$ cat src/rtl/vga_fb_write_arbiter.sv
// Round-robin write arbiter with full-frame clear engine for the frame buffer.
// Optional VGA_FB_VBLANK_ONLY_EN restricts all writes to vertical blanking.
module vga_fb_write_arbiter #(
   parameter int HD         = 1280,
   parameter int VD         = 1024,
   parameter int X_BITS     = 11,
   parameter int Y_BITS     = 11,
   parameter int COLOR_BITS = 2
) (
   input  logic                  clk_i,
   input  logic                  arst_i,
   input  logic                  vblank_i,
   input  logic                  req0_valid_i,
   output logic                  req0_ready_o,
   input  logic [X_BITS-1:0]     req0_x_i,
   input  logic [Y_BITS-1:0]     req0_y_i,
   input  logic [COLOR_BITS-1:0] req0_color_i,
   input  logic                  req1_valid_i,
   output logic                  req1_ready_o,
   input  logic [X_BITS-1:0]     req1_x_i,
   input  logic [Y_BITS-1:0]     req1_y_i,
   input  logic [COLOR_BITS-1:0] req1_color_i,
   input  logic                  clear_start_i,
   input  logic [COLOR_BITS-1:0] clear_color_i,
   output logic                  busy_o,
   output logic                  done_o,
   output logic                  err_o,
   output logic                  we_o,
   output logic [X_BITS-1:0]     addr_x_o,
   output logic [Y_BITS-1:0]     addr_y_o,
   output logic [COLOR_BITS-1:0] color_o
);

   typedef enum logic {ARB, CLEAR} state_t;

   localparam logic [X_BITS-1:0] XMAX = X_BITS'(HD - 1);
   localparam logic [Y_BITS-1:0] YMAX = Y_BITS'(VD - 1);

   state_t                r_state;
   state_t                w_state_n;
   logic                  r_last1;
   logic                  r_we;
   logic                  r_err;
   logic                  r_done;
   logic                  r_busy;
   logic [X_BITS-1:0]     r_x;
   logic [Y_BITS-1:0]     r_y;
   logic [COLOR_BITS-1:0] r_color;
   logic [COLOR_BITS-1:0] r_clr;
   logic [X_BITS-1:0]     r_cx;
   logic [Y_BITS-1:0]     r_cy;

   logic                  w_vb_ok;
   logic                  w_arb;
   logic                  w_g0;
   logic                  w_g1;
   logic                  w_xfer;
   logic                  w_inr;
   logic                  w_last;
   logic                  w_clr_st;
   logic [X_BITS-1:0]     w_px;
   logic [Y_BITS-1:0]     w_py;
   logic [COLOR_BITS-1:0] w_pc;

`ifdef VGA_FB_VBLANK_ONLY_EN
   assign w_vb_ok = vblank_i;
`else
   assign w_vb_ok = 1'b1 | vblank_i;
`endif

   // Pending clear start outranks both requesters.
   assign w_arb  = (r_state == ARB) && !clear_start_i && w_vb_ok && !arst_i;
   assign w_g0   = w_arb && req0_valid_i && (!req1_valid_i || r_last1);
   assign w_g1   = w_arb && req1_valid_i && (!req0_valid_i || !r_last1);
   assign w_xfer = w_g0 || w_g1;

   assign w_px = w_g1 ? req1_x_i : req0_x_i;
   assign w_py = w_g1 ? req1_y_i : req0_y_i;
   assign w_pc = w_g1 ? req1_color_i : req0_color_i;

   assign w_inr    = (w_px <= XMAX) && (w_py <= YMAX);
   assign w_last   = (r_cx == XMAX) && (r_cy == YMAX);
   assign w_clr_st = (r_state == CLEAR);

   assign req0_ready_o = w_g0;
   assign req1_ready_o = w_g1;
   assign busy_o       = r_busy;
   assign done_o       = r_done;
   assign err_o        = r_err;
   assign we_o         = w_clr_st ? w_vb_ok : r_we;
   assign addr_x_o     = w_clr_st ? r_cx : r_x;
   assign addr_y_o     = w_clr_st ? r_cy : r_y;
   assign color_o      = w_clr_st ? r_clr : r_color;

   always_ff @(posedge clk_i or posedge arst_i) begin
      if (arst_i) r_state <= ARB;
      else        r_state <= w_state_n;
   end

   always_comb begin
      w_state_n = r_state;
      unique case (r_state)
         ARB:     if (clear_start_i) w_state_n = CLEAR;
         CLEAR:   if (w_vb_ok && w_last) w_state_n = ARB;
         default: w_state_n = ARB;
      endcase
   end

   always_ff @(posedge clk_i or posedge arst_i) begin
      if (arst_i) begin
         r_last1 <= 1'b1;
         r_we    <= 1'b0;
         r_err   <= 1'b0;
         r_done  <= 1'b0;
         r_busy  <= 1'b0;
         r_x     <= '0;
         r_y     <= '0;
         r_color <= '0;
         r_clr   <= '0;
         r_cx    <= '0;
         r_cy    <= '0;
      end else begin
         r_we   <= 1'b0;
         r_err  <= 1'b0;
         r_done <= 1'b0;
         if (r_state == ARB) begin
            if (clear_start_i) begin
               r_clr  <= clear_color_i;
               r_busy <= 1'b1;
               r_cx   <= '0;
               r_cy   <= '0;
            end else if (w_xfer) begin
               r_last1 <= w_g1;
               if (w_inr) begin
                  r_we    <= 1'b1;
                  r_x     <= w_px;
                  r_y     <= w_py;
                  r_color <= w_pc;
               end else begin
                  r_err <= 1'b1;
               end
            end
         end else if (w_vb_ok) begin
            if (w_last) begin
               // Keep the final clear pixel visible on the idle port.
               r_busy  <= 1'b0;
               r_done  <= 1'b1;
               r_x     <= r_cx;
               r_y     <= r_cy;
               r_color <= r_clr;
               r_cx    <= '0;
               r_cy    <= '0;
            end else if (r_cx == XMAX) begin
               r_cx <= '0;
               r_cy <= r_cy + 1'b1;
            end else begin
               r_cx <= r_cx + 1'b1;
            end
         end
      end
   end

endmodule

$ cat config.mk
export PLATFORM = sky130hd
export DESIGN_NAME = vga_fb_write_arbiter
export DESIGN_NICKNAME = d
export VERILOG_FILES = /design/src/rtl/vga_fb_write_arbiter.sv
export SDC_FILE = /design/constraint.sdc
export NUM_CORES = 1
export LEC_CHECK = 0
export ABC_AREA = 1
export BUFFER_PORTS_ARGS = -buffer_cell sky130_fd_sc_hd__buf_2
export CORE_MARGIN = 2
export CORE_UTILIZATION = 57
export CTS_CLUSTER_DIAMETER = 80
export DETAILED_ROUTE_END_ITERATION = 8
export PLACE_DENSITY_LB_ADDON = 0.08
export SETUP_SLACK_MARGIN = 0.15
export SYNTH_ARGS = -nofsm -noshare
export SYNTH_HDL_FRONTEND = slang
export SYNTH_SLANG_ARGS = --single-unit
$ cat constraint.sdc
create_clock -name clk_i -period 4.83 [get_ports clk_i]
set_input_delay 0.7245 -clock clk_i [delete_from_list [all_inputs] [get_ports clk_i]]
set_output_delay 0.7245 -clock clk_i [all_outputs]
set_load 0.02 [all_outputs]
==> results of run 1 <==
[cell type report]
class,count,area [um2]
fill,491,1738
multi-input combinational,328,1589
clock inverter,1,5.005
clock buffer,7,86.33
inverter,36,135.1
sequential,54,1353
tap,72,90.09
timing repair buffer,87,442.9
[layout by cell type, fill, tap and decap left out, types with 2 or more instances in the layout]
cell	instances
buf_2	84
o21ai_0	54
clkbuf_8	6
nand3_1	40
nand4_1	3
inv_1	29
or2_2	3
buf_4	3
ha_1	2
xor2_1	6
dfrtp_1	53
nor2_2	3
nand2_2	4
a21oi_1	7
nor3_1	2
o21bai_1	2
inv_2	7
nor2_1	37
nand2_1	125
o22ai_1	23
nor2_4	3
o21ai_1	3
[metal layers]
layer,vias to the layer above,GRT usage (%)
met1,1507,36.34
met2,100,47.26
met5,-,0
met3,8,5.057
li1,1594,-
met4,0,7.193
[metrics by stage]
| step | setup slack [ps] | power [W] | utilization (%) | instance area, um2 | std cells |
|---|---|---|---|---|---|
| 2_1_floorplan | 1443 | 0.0009161 | - | 3169 | 438 |
| 3_3_place_gp | 2020 | 0.001050 | 66.37 | 3610 | 577 |
| 3_5_place_dp | 1975 | 0.001061 | 66.37 | 3610 | 577 |
| 4_1_cts | 1865 | 0.001324 | 68.05 | 3701 | 585 |
| 5_1_grt | 1667 | 0.001398 | 68.05 | 3701 | 585 |
| 6_report | 1892 | 0.001318 | 68.05 | 3701 | 585 |
[flip-flops by register name, summed over array words and instances, names as in the netlist]
| name | count |
|---|---|
| r_x | 11 |
| r_state | 1 |
| r_y | 11 |
| r_cx | 11 |
| r_color | 2 |
| r_clr | 2 |
| done_o | 1 |
| err_o | 1 |
| busy_o | 1 |
| r_cy | 11 |
| r_last1 | 1 |
| r_we | 1 |
[report_power, final]
group          switching [W]  internal (W)
sequential         0.0000719      0.000525
combinational       0.000281      0.000176
clock               0.000148      0.000116
[cells by family (layout without fill, tap and decap cells)]
kind of cell | after synthesis | count (layout) | synth area share, %
AOI/OAI and AO/OA | 94 | 94 | 16.42
xor gates and xnor gates | 6 | 6 | 1.658
adders and majority gates | 2 | 2 | 0.7895
buffers and inverters | 56 | 131 | 7.185
DFF | 54 | 54 | 42.68
and+or+nand+nor | 226 | 226 | 31.27
[worst paths after layout]
| check | start | end | slack [ps] | cells past startpoint |
|---|---|---|---|---|
| min reg2reg | r_y[10]$_DFFE_PP0P_ | r_y[10]$_DFFE_PP0P_ | 500 | 2 |
| max | r_state$_DFF_PP0_ | req1_ready_o | 1890 | 4 |
| max in group asynchronous | arst_i | r_x[6]$_DFFE_PP0P_ | 3740 | 3 |
| min in group asynchronous | arst_i | r_cx[9]$_DFFE_PP0P_ | 650 | 3 |
| min | r_y[10]$_DFFE_PP0P_ | r_y[10]$_DFFE_PP0P_ | 500 | 2 |
| max reg2reg | r_cy[0]$_DFFE_PP0P_ | r_x[4]$_DFFE_PP0P_ | 1980 | 9 |
[worst register-to-register path: cells and delay by family, from the launching register on]
family                   cells  cell delay [ps]
adder cells (fa/ha/maj)      1              190
AND/OR/NAND/NOR              8             2230
flip-flops                   1              390
==> flow_results.xml, run 1 <==
<?xml version="1.0" encoding="UTF-8"?>
<metrics>
  <group name="route">
    <metric name="drt_drc_violations_left" unit="">0</metric>
    <metric name="top_signal_layer_used" unit="">met4</metric>
    <metric name="wirelength" unit="mm">7.963</metric>
    <metric name="routed_len_inst" unit="um">13.61</metric>
    <metric name="routed-via-count" unit="">3209</metric>
    <metric name="detailedRoute.firstPassIterationCount" unit="">4</metric>
    <metric name="routed-wl-met3" unit="um">447</metric>
    <metric name="detail_route.iter0.violations" unit="">256</metric>
    <metric name="routedLengthMet1" unit="mm">3.442</metric>
    <metric name="vias_per_cell" unit="">5.485</metric>
    <metric name="met2_length" unit="mm">3.974</metric>
    <metric name="drtAntennaViolNets" unit="">0</metric>
  </group>
  <group name="cts">
    <metric name="clk_pin_slew_worst_paths" unit="ps">100</metric>
    <metric name="cts_max_path_buffers" unit="">2</metric>
    <metric name="cts.hold.buffers_added" unit="">0</metric>
    <metric name="cts_tree" unit="">built</metric>
    <metric name="clock_sinks" unit="">54</metric>
    <metric name="number_of_h_tree_levels" unit="">2</metric>
    <metric name="cts_post_setup_buffers_inserted" unit="">0</metric>
    <metric name="clock_tree.root_cell" unit="">clkbuf_8</metric>
    <metric name="cts-resized-gates" unit="">0</metric>
    <metric name="cts_made_buffers" unit="">5</metric>
    <metric name="clk_latency" unit="ps">310</metric>
  </group>
  <group name="sta">
    <metric name="grt_setup_unrepaired" unit="">false</metric>
    <metric name="least_margin_pin_slew" unit="ps">799.9</metric>
    <metric name="tns" unit="ps">0</metric>
    <metric name="slew_viol_final" unit="">0</metric>
    <metric name="setup_violations" unit="">0</metric>
    <metric name="fin_worst_skew" unit="ps">4.023</metric>
    <metric name="fmax" unit="MHz">340.3</metric>
    <metric name="min_period_over_period" unit="%">60.83</metric>
    <metric name="hold_violations" unit="">0</metric>
    <metric name="relSlewSlack" unit="%">46.55</metric>
    <metric name="finalCriticalPeriod" unit="ps">2938</metric>
    <metric name="holdWs" unit="ps">498.7</metric>
  </group>
  <group name="setup_path">
    <metric name="cp_max_fo" unit="">24</metric>
    <metric name="worst_ep_arrival_time" unit="ps">2210</metric>
    <metric name="worst_path_max_delay_cell" unit="">dfrtp_1</metric>
    <metric name="path_cells" unit="">nor2_4 -&gt; nand2_2 -&gt; nor2_4 -&gt; buf_2</metric>
    <metric name="critical_path.startpoint_type" unit="">register</metric>
    <metric name="worst_setup_path_end_kind" unit="">output port</metric>
    <metric name="setup.worst_path.class" unit="">reg2out</metric>
    <metric name="worst_path_dominant_cell_family" unit="">simple AND/OR/NAND/NOR gates</metric>
    <metric name="required" unit="ps">4110</metric>
    <metric name="critical_path.most_common_cell" unit="">nor2_4</metric>
    <metric name="crit_buf_inv" unit="">1</metric>
    <metric name="cpPeakStageDelay" unit="ps">670</metric>
  </group>
  <group name="placed_design">
    <metric name="port_buffers" unit="">84</metric>
    <metric name="place.detailed.hpwl" unit="mm">5.504</metric>
    <metric name="gpl.final_weighted_congestion" unit="">0.8071</metric>
  </group>
  <group name="yosys">
    <metric name="synth_area_leaders" unit="">dfrtp_1 (42%), nand2_1 (15%), o21ai_0 (8.5%)</metric>
    <metric name="number_of_enable_type_register_cells_in_the_synthesized_netlist" unit="">0</metric>
    <metric name="area_share_of_the_leading_cell_type_in_the_synthesized_netlist" unit="%">41.85</metric>
    <metric name="yosys_register_bits" unit="">54</metric>
    <metric name="synth_top_flop_cell" unit="">dfrtp_1</metric>
    <metric name="netlist_top_cells_count" unit="">nand2_1 (125), o21ai_0 (54), dfrtp_1 (53)</metric>
    <metric name="syn-mean-instance-area" unit="um2">7.236</metric>
    <metric name="synth_sequential_area_ratio" unit="%">42.68</metric>
    <metric name="syn-num-nets" unit="">496</metric>
    <metric name="ys_types" unit="">34</metric>
    <metric name="yosysTopAreaCell" unit="">dfrtp_1</metric>
    <metric name="yosysWarningCount" unit="">0</metric>
    <metric name="cell_area_after_synthesis" unit="um2">3169</metric>
    <metric name="asyncSetResetFlopFracSynth" unit="%">100.0</metric>
    <metric name="yosysMostFrequentCell" unit="">nand2_1</metric>
    <metric name="synthesis.instances" unit="">438</metric>
  </group>
  <group name="final_layout">
    <metric name="layout-drive-gt1-share" unit="%">23.20</metric>
    <metric name="nNetsFinal" unit="">570</metric>
    <metric name="area_growth" unit="%">16.78</metric>
    <metric name="antennaDiodeCount" unit="">0</metric>
  </group>
  <group name="global_route">
    <metric name="grt_start_max_net_pins" unit="">81</metric>
    <metric name="grt_overflow_total" unit="">0</metric>
    <metric name="antenna_found_initial" unit="">0</metric>
    <metric name="grt_pass1_vias" unit="">2939</metric>
    <metric name="grt_pass1_wl" unit="mm">13.50</metric>
    <metric name="global_route_usage_over_all_layers" unit="%">27.71</metric>
  </group>
  <group name="power">
    <metric name="power.density" unit="nW/um2">356.1</metric>
    <metric name="total_leakage_power" unit="nW">1.795</metric>
    <metric name="ir_worst_vdd" unit="mV">0.1483</metric>
  </group>
  <group name="floorplanning">
    <metric name="design.die.area" unit="um2">6172</metric>
    <metric name="row_count" unit="">27</metric>
    <metric name="chipHeight" unit="um">78.57</metric>
    <metric name="floorplan.initialDensity" unit="%">58.27</metric>
    <metric name="i_o_pin_total" unit="">86</metric>
    <metric name="core_area" unit="um2">5439</metric>
    <metric name="die_boundary_width" unit="um">78.57</metric>
  </group>
  <group name="status">
    <metric name="outcome" unit="">finished, final reports clean</metric>
  </group>
  <group name="flow_run">
    <metric name="max_cap_violations" unit="">0</metric>
  </group>
  <group name="hold_path">
    <metric name="hp-class" unit="">reg2reg</metric>
  </group>
</metrics>
Note: power is estimated with default switching activity, not from simulation.
==> run 2, diff against run 1 <==
- ABC_AREA: 1 -> 0
- CORE_UTILIZATION: 57 -> 48
- clock period: 4.83 -> 2.6 ns (I/O delays scaled with it)
==> flow_results.xml, run 2 <==
<?xml version="1.0" encoding="UTF-8"?>
<metrics>
  <group name="setup_path">
    <metric name="startpoint_of_the_most_critical_register_to_register_path" unit="">r_cy[1]$_DFFE_PP0P_</metric>
    <metric name="worst_path_max_delay_cell" unit="">or4_4</metric>
    <metric name="cp-endpoint" unit="">r_y[6]$_DFFE_PP0P_</metric>
    <metric name="ff2ff_setup_slack" unit="ps">290</metric>
    <metric name="critical_path.startpoint_type" unit="">register</metric>
    <metric name="setup.worst_path.class" unit="">reg2reg</metric>
    <metric name="worst_setup_path_end_kind" unit="">register</metric>
    <metric name="worstReg2RegEnd" unit="">r_y[6]$_DFFE_PP0P_</metric>
    <metric name="cpPeakStageDelay" unit="ps">600</metric>
    <metric name="crit_buf_inv" unit="">1</metric>
    <metric name="worst_ep_arrival_time" unit="ps">2530</metric>
    <metric name="timing.critical_path.depth" unit="">7</metric>
    <metric name="path_cells" unit="">ha_1 -&gt; nand4_1 -&gt; or4_4 -&gt; nor2_8 -&gt; or2_1 -&gt; buf_12 -&gt; mux2i_1</metric>
    <metric name="r2r.worst_path.cells" unit="">7</metric>
    <metric name="crit_start" unit="">r_cy[1]$_DFFE_PP0P_</metric>
    <metric name="worst_path_dominant_cell_family" unit="">simple AND/OR/NAND/NOR gates</metric>
    <metric name="required" unit="ps">2830</metric>
    <metric name="cp_max_fo" unit="">19</metric>
  </group>
  <group name="power">
    <metric name="total_leakage_power" unit="nW">2.017</metric>
    <metric name="total_power" unit="W">0.002395</metric>
    <metric name="ir_worst_vdd" unit="mV">0.2943</metric>
    <metric name="power.density" unit="nW/um2">611.7</metric>
  </group>
  <group name="yosys">
    <metric name="yosysTopAreaCell" unit="">dfrtp_1</metric>
    <metric name="yosys_register_bits" unit="">54</metric>
    <metric name="synthesis.instances" unit="">371</metric>
    <metric name="asyncSetResetFlopFracSynth" unit="%">100.0</metric>
    <metric name="synth_top_flop_cell" unit="">dfrtp_1</metric>
    <metric name="netlist_top_cells_count" unit="">nand2_1 (64), dfrtp_1 (53), o21ai_0 (37)</metric>
    <metric name="cell_area_after_synthesis" unit="um2">3229</metric>
    <metric name="ys_types" unit="">51</metric>
    <metric name="yosysWarningCount" unit="">0</metric>
    <metric name="number_of_enable_type_register_cells_in_the_synthesized_netlist" unit="">0</metric>
    <metric name="synth_area_leaders" unit="">dfrtp_1 (41%), nand2_1 (7.4%), mux2i_1 (6.8%)</metric>
    <metric name="area_share_of_the_leading_cell_type_in_the_synthesized_netlist" unit="%">41.07</metric>
    <metric name="syn-num-nets" unit="">429</metric>
    <metric name="syn-mean-instance-area" unit="um2">8.704</metric>
    <metric name="synth_sequential_area_ratio" unit="%">41.88</metric>
    <metric name="yosysMostFrequentCell" unit="">nand2_1</metric>
  </group>
  <group name="global_route">
    <metric name="grt_start_max_net_pins" unit="">78</metric>
    <metric name="grt_pass1_vias" unit="">2763</metric>
    <metric name="grt_overflow_total" unit="">0</metric>
    <metric name="antenna_found_initial" unit="">0</metric>
    <metric name="global_route_usage_over_all_layers" unit="%">22.57</metric>
    <metric name="grt_pass1_wl" unit="mm">13.29</metric>
  </group>
  <group name="cts">
    <metric name="cts_tree" unit="">built</metric>
    <metric name="cts_post_setup_buffers_inserted" unit="">0</metric>
    <metric name="cts-resized-gates" unit="">0</metric>
    <metric name="clk_latency" unit="ps">310</metric>
    <metric name="clk_pin_slew_worst_paths" unit="ps">100</metric>
    <metric name="cts.hold.buffers_added" unit="">0</metric>
    <metric name="number_of_h_tree_levels" unit="">2</metric>
    <metric name="clock_tree.root_cell" unit="">clkbuf_8</metric>
    <metric name="clock_sinks" unit="">54</metric>
    <metric name="cts_max_path_buffers" unit="">2</metric>
    <metric name="cts_made_buffers" unit="">5</metric>
  </group>
  <group name="final_layout">
    <metric name="finish.cell_count_without_fillers" unit="">539</metric>
    <metric name="layout_common_cells" unit="">buf_2 (84), nand2_1 (64), dfrtp_1 (52)</metric>
    <metric name="antennaDiodeCount" unit="">0</metric>
    <metric name="register_area" unit="um2">1354</metric>
    <metric name="area_growth" unit="%">21.27</metric>
    <metric name="layout-drive-gt1-share" unit="%">28.14</metric>
    <metric name="most_common_cell_after_layout_fill_and_taps_aside" unit="">buf_2</metric>
    <metric name="fillers" unit="">609</metric>
    <metric name="multi_input_comb_area" unit="um2">1623</metric>
    <metric name="nNetsFinal" unit="">519</metric>
  </group>
  <group name="placed_design">
    <metric name="port_buffers" unit="">84</metric>
    <metric name="dpl.cell_count" unit="">531</metric>
    <metric name="place.detailed.hpwl" unit="mm">5.668</metric>
    <metric name="gpl.final_weighted_congestion" unit="">0.7966</metric>
  </group>
  <group name="route">
    <metric name="drt_drc_violations_left" unit="">0</metric>
    <metric name="routed-via-count" unit="">2955</metric>
    <metric name="drtAntennaViolNets" unit="">0</metric>
    <metric name="routed_len_inst" unit="um">14.93</metric>
    <metric name="detail_route.iter0.violations" unit="">158</metric>
    <metric name="detailedRoute.firstPassIterationCount" unit="">4</metric>
    <metric name="vias_per_cell" unit="">5.482</metric>
    <metric name="wirelength" unit="mm">8.047</metric>
  </group>
  <group name="floorplanning">
    <metric name="chipHeight" unit="um">86.03</metric>
    <metric name="floorplan.initialDensity" unit="%">50.28</metric>
    <metric name="core_area" unit="um2">6422</metric>
    <metric name="i_o_pin_total" unit="">86</metric>
    <metric name="design.die.area" unit="um2">7400</metric>
    <metric name="row_count" unit="">29</metric>
    <metric name="die_boundary_width" unit="um">86.03</metric>
  </group>
  <group name="sta">
    <metric name="slew_viol_final" unit="">0</metric>
    <metric name="setup_violations" unit="">0</metric>
    <metric name="fin_worst_skew" unit="ps">10.44</metric>
    <metric name="grt_setup_unrepaired" unit="">false</metric>
    <metric name="finalCriticalPeriod" unit="ps">2306</metric>
    <metric name="relSlewSlack" unit="%">52.75</metric>
    <metric name="tns" unit="ps">0</metric>
    <metric name="fmax" unit="MHz">433.7</metric>
    <metric name="min_period_over_period" unit="%">88.68</metric>
    <metric name="hold_violations" unit="">0</metric>
    <metric name="least_margin_pin_slew" unit="ps">701.0</metric>
  </group>
  <group name="flow_run">
    <metric name="max_cap_violations" unit="">0</metric>
  </group>
  <group name="status">
    <metric name="outcome" unit="">finished, final reports clean</metric>
  </group>
  <group name="hold_path">
    <metric name="hp-class" unit="">in2async</metric>
  </group>
</metrics>
## run 2: cell types whose count changed after synthesis, moves of 5 or more
cell	delta
a21oi_1	+18
a22o_1	+5
inv_2	-5
mux2i_1	+22
nand2_1	-61
nand3_1	-29
nor2_1	-18
o21ai_0	-17
o22ai_1	-19
o2bb2ai_1	+18
## run 2: where the power goes
| part | switching, W | total, W | internal [W] |
|---|---|---|---|
| clock | 0.000279 | 0.000593 | 0.000315 |
| combinational | 0.000434 | 0.000762 | 0.000328 |
| sequential | 0.0000961 | 0.00104 | 0.000944 |
| total | 0.000808 | 0.00240 | 0.00159 |
## run 2: per-stage QoR
step                cell area [um2]  hold WS (ps)  setup WS (ps)  util (%)
global route                   3916         133.8          166.1     60.98
floorplan                      3229         443.6          355.9         -
global placement               3796         453.2          271.9     59.11
detailed placement             3796         459.7          219.8     59.11
finish                         3916         98.77          294.3     60.98
CTS                            3913         113.2          198.0     60.92
## run 2: kinds of logic after synthesis
group	after synthesis	synth area share [%]
compound gates	104	20.61
xor+xnor	5	1.356
fa+ha+maj	2	0.7748
buf+inv	55	7.981
flops	54	41.88
mux	29	9.260
simple gates	122	18.13
## run 2: worst min-delay path by stage
stage	end	slack, ps	depth (start not counted)
final	r_cx[9]$_DFFE_PP0P_	100	2
after global routing	r_cx[9]$_DFFE_PP0P_	130	2
after CTS	r_cx[9]$_DFFE_PP0P_	110	2
after detailed placement	err_o$_DFF_PP0_	460	2
after global placement	err_o$_DFF_PP0_	450	2
after floorplan	r_last1$_DFFE_PP1P_	440	2
## run 2: metal layers
layer,routed length [um],global-route usage (%)
met5,0,0
met4,74,5.772
met3,392,3.561
met2,3592,34.46
met1,3988,33.48
## run 2: area by class of cell
cell class                 instances  share of cell area (%)
multi-input combinational        262                   41.44
sequential                        54                   34.57
timing repair buffer             105                   15.40
inverter                          33                   3.163
tap                               77                   2.460
clock buffer                       7                   2.204
clock inverter                     1                  0.7668
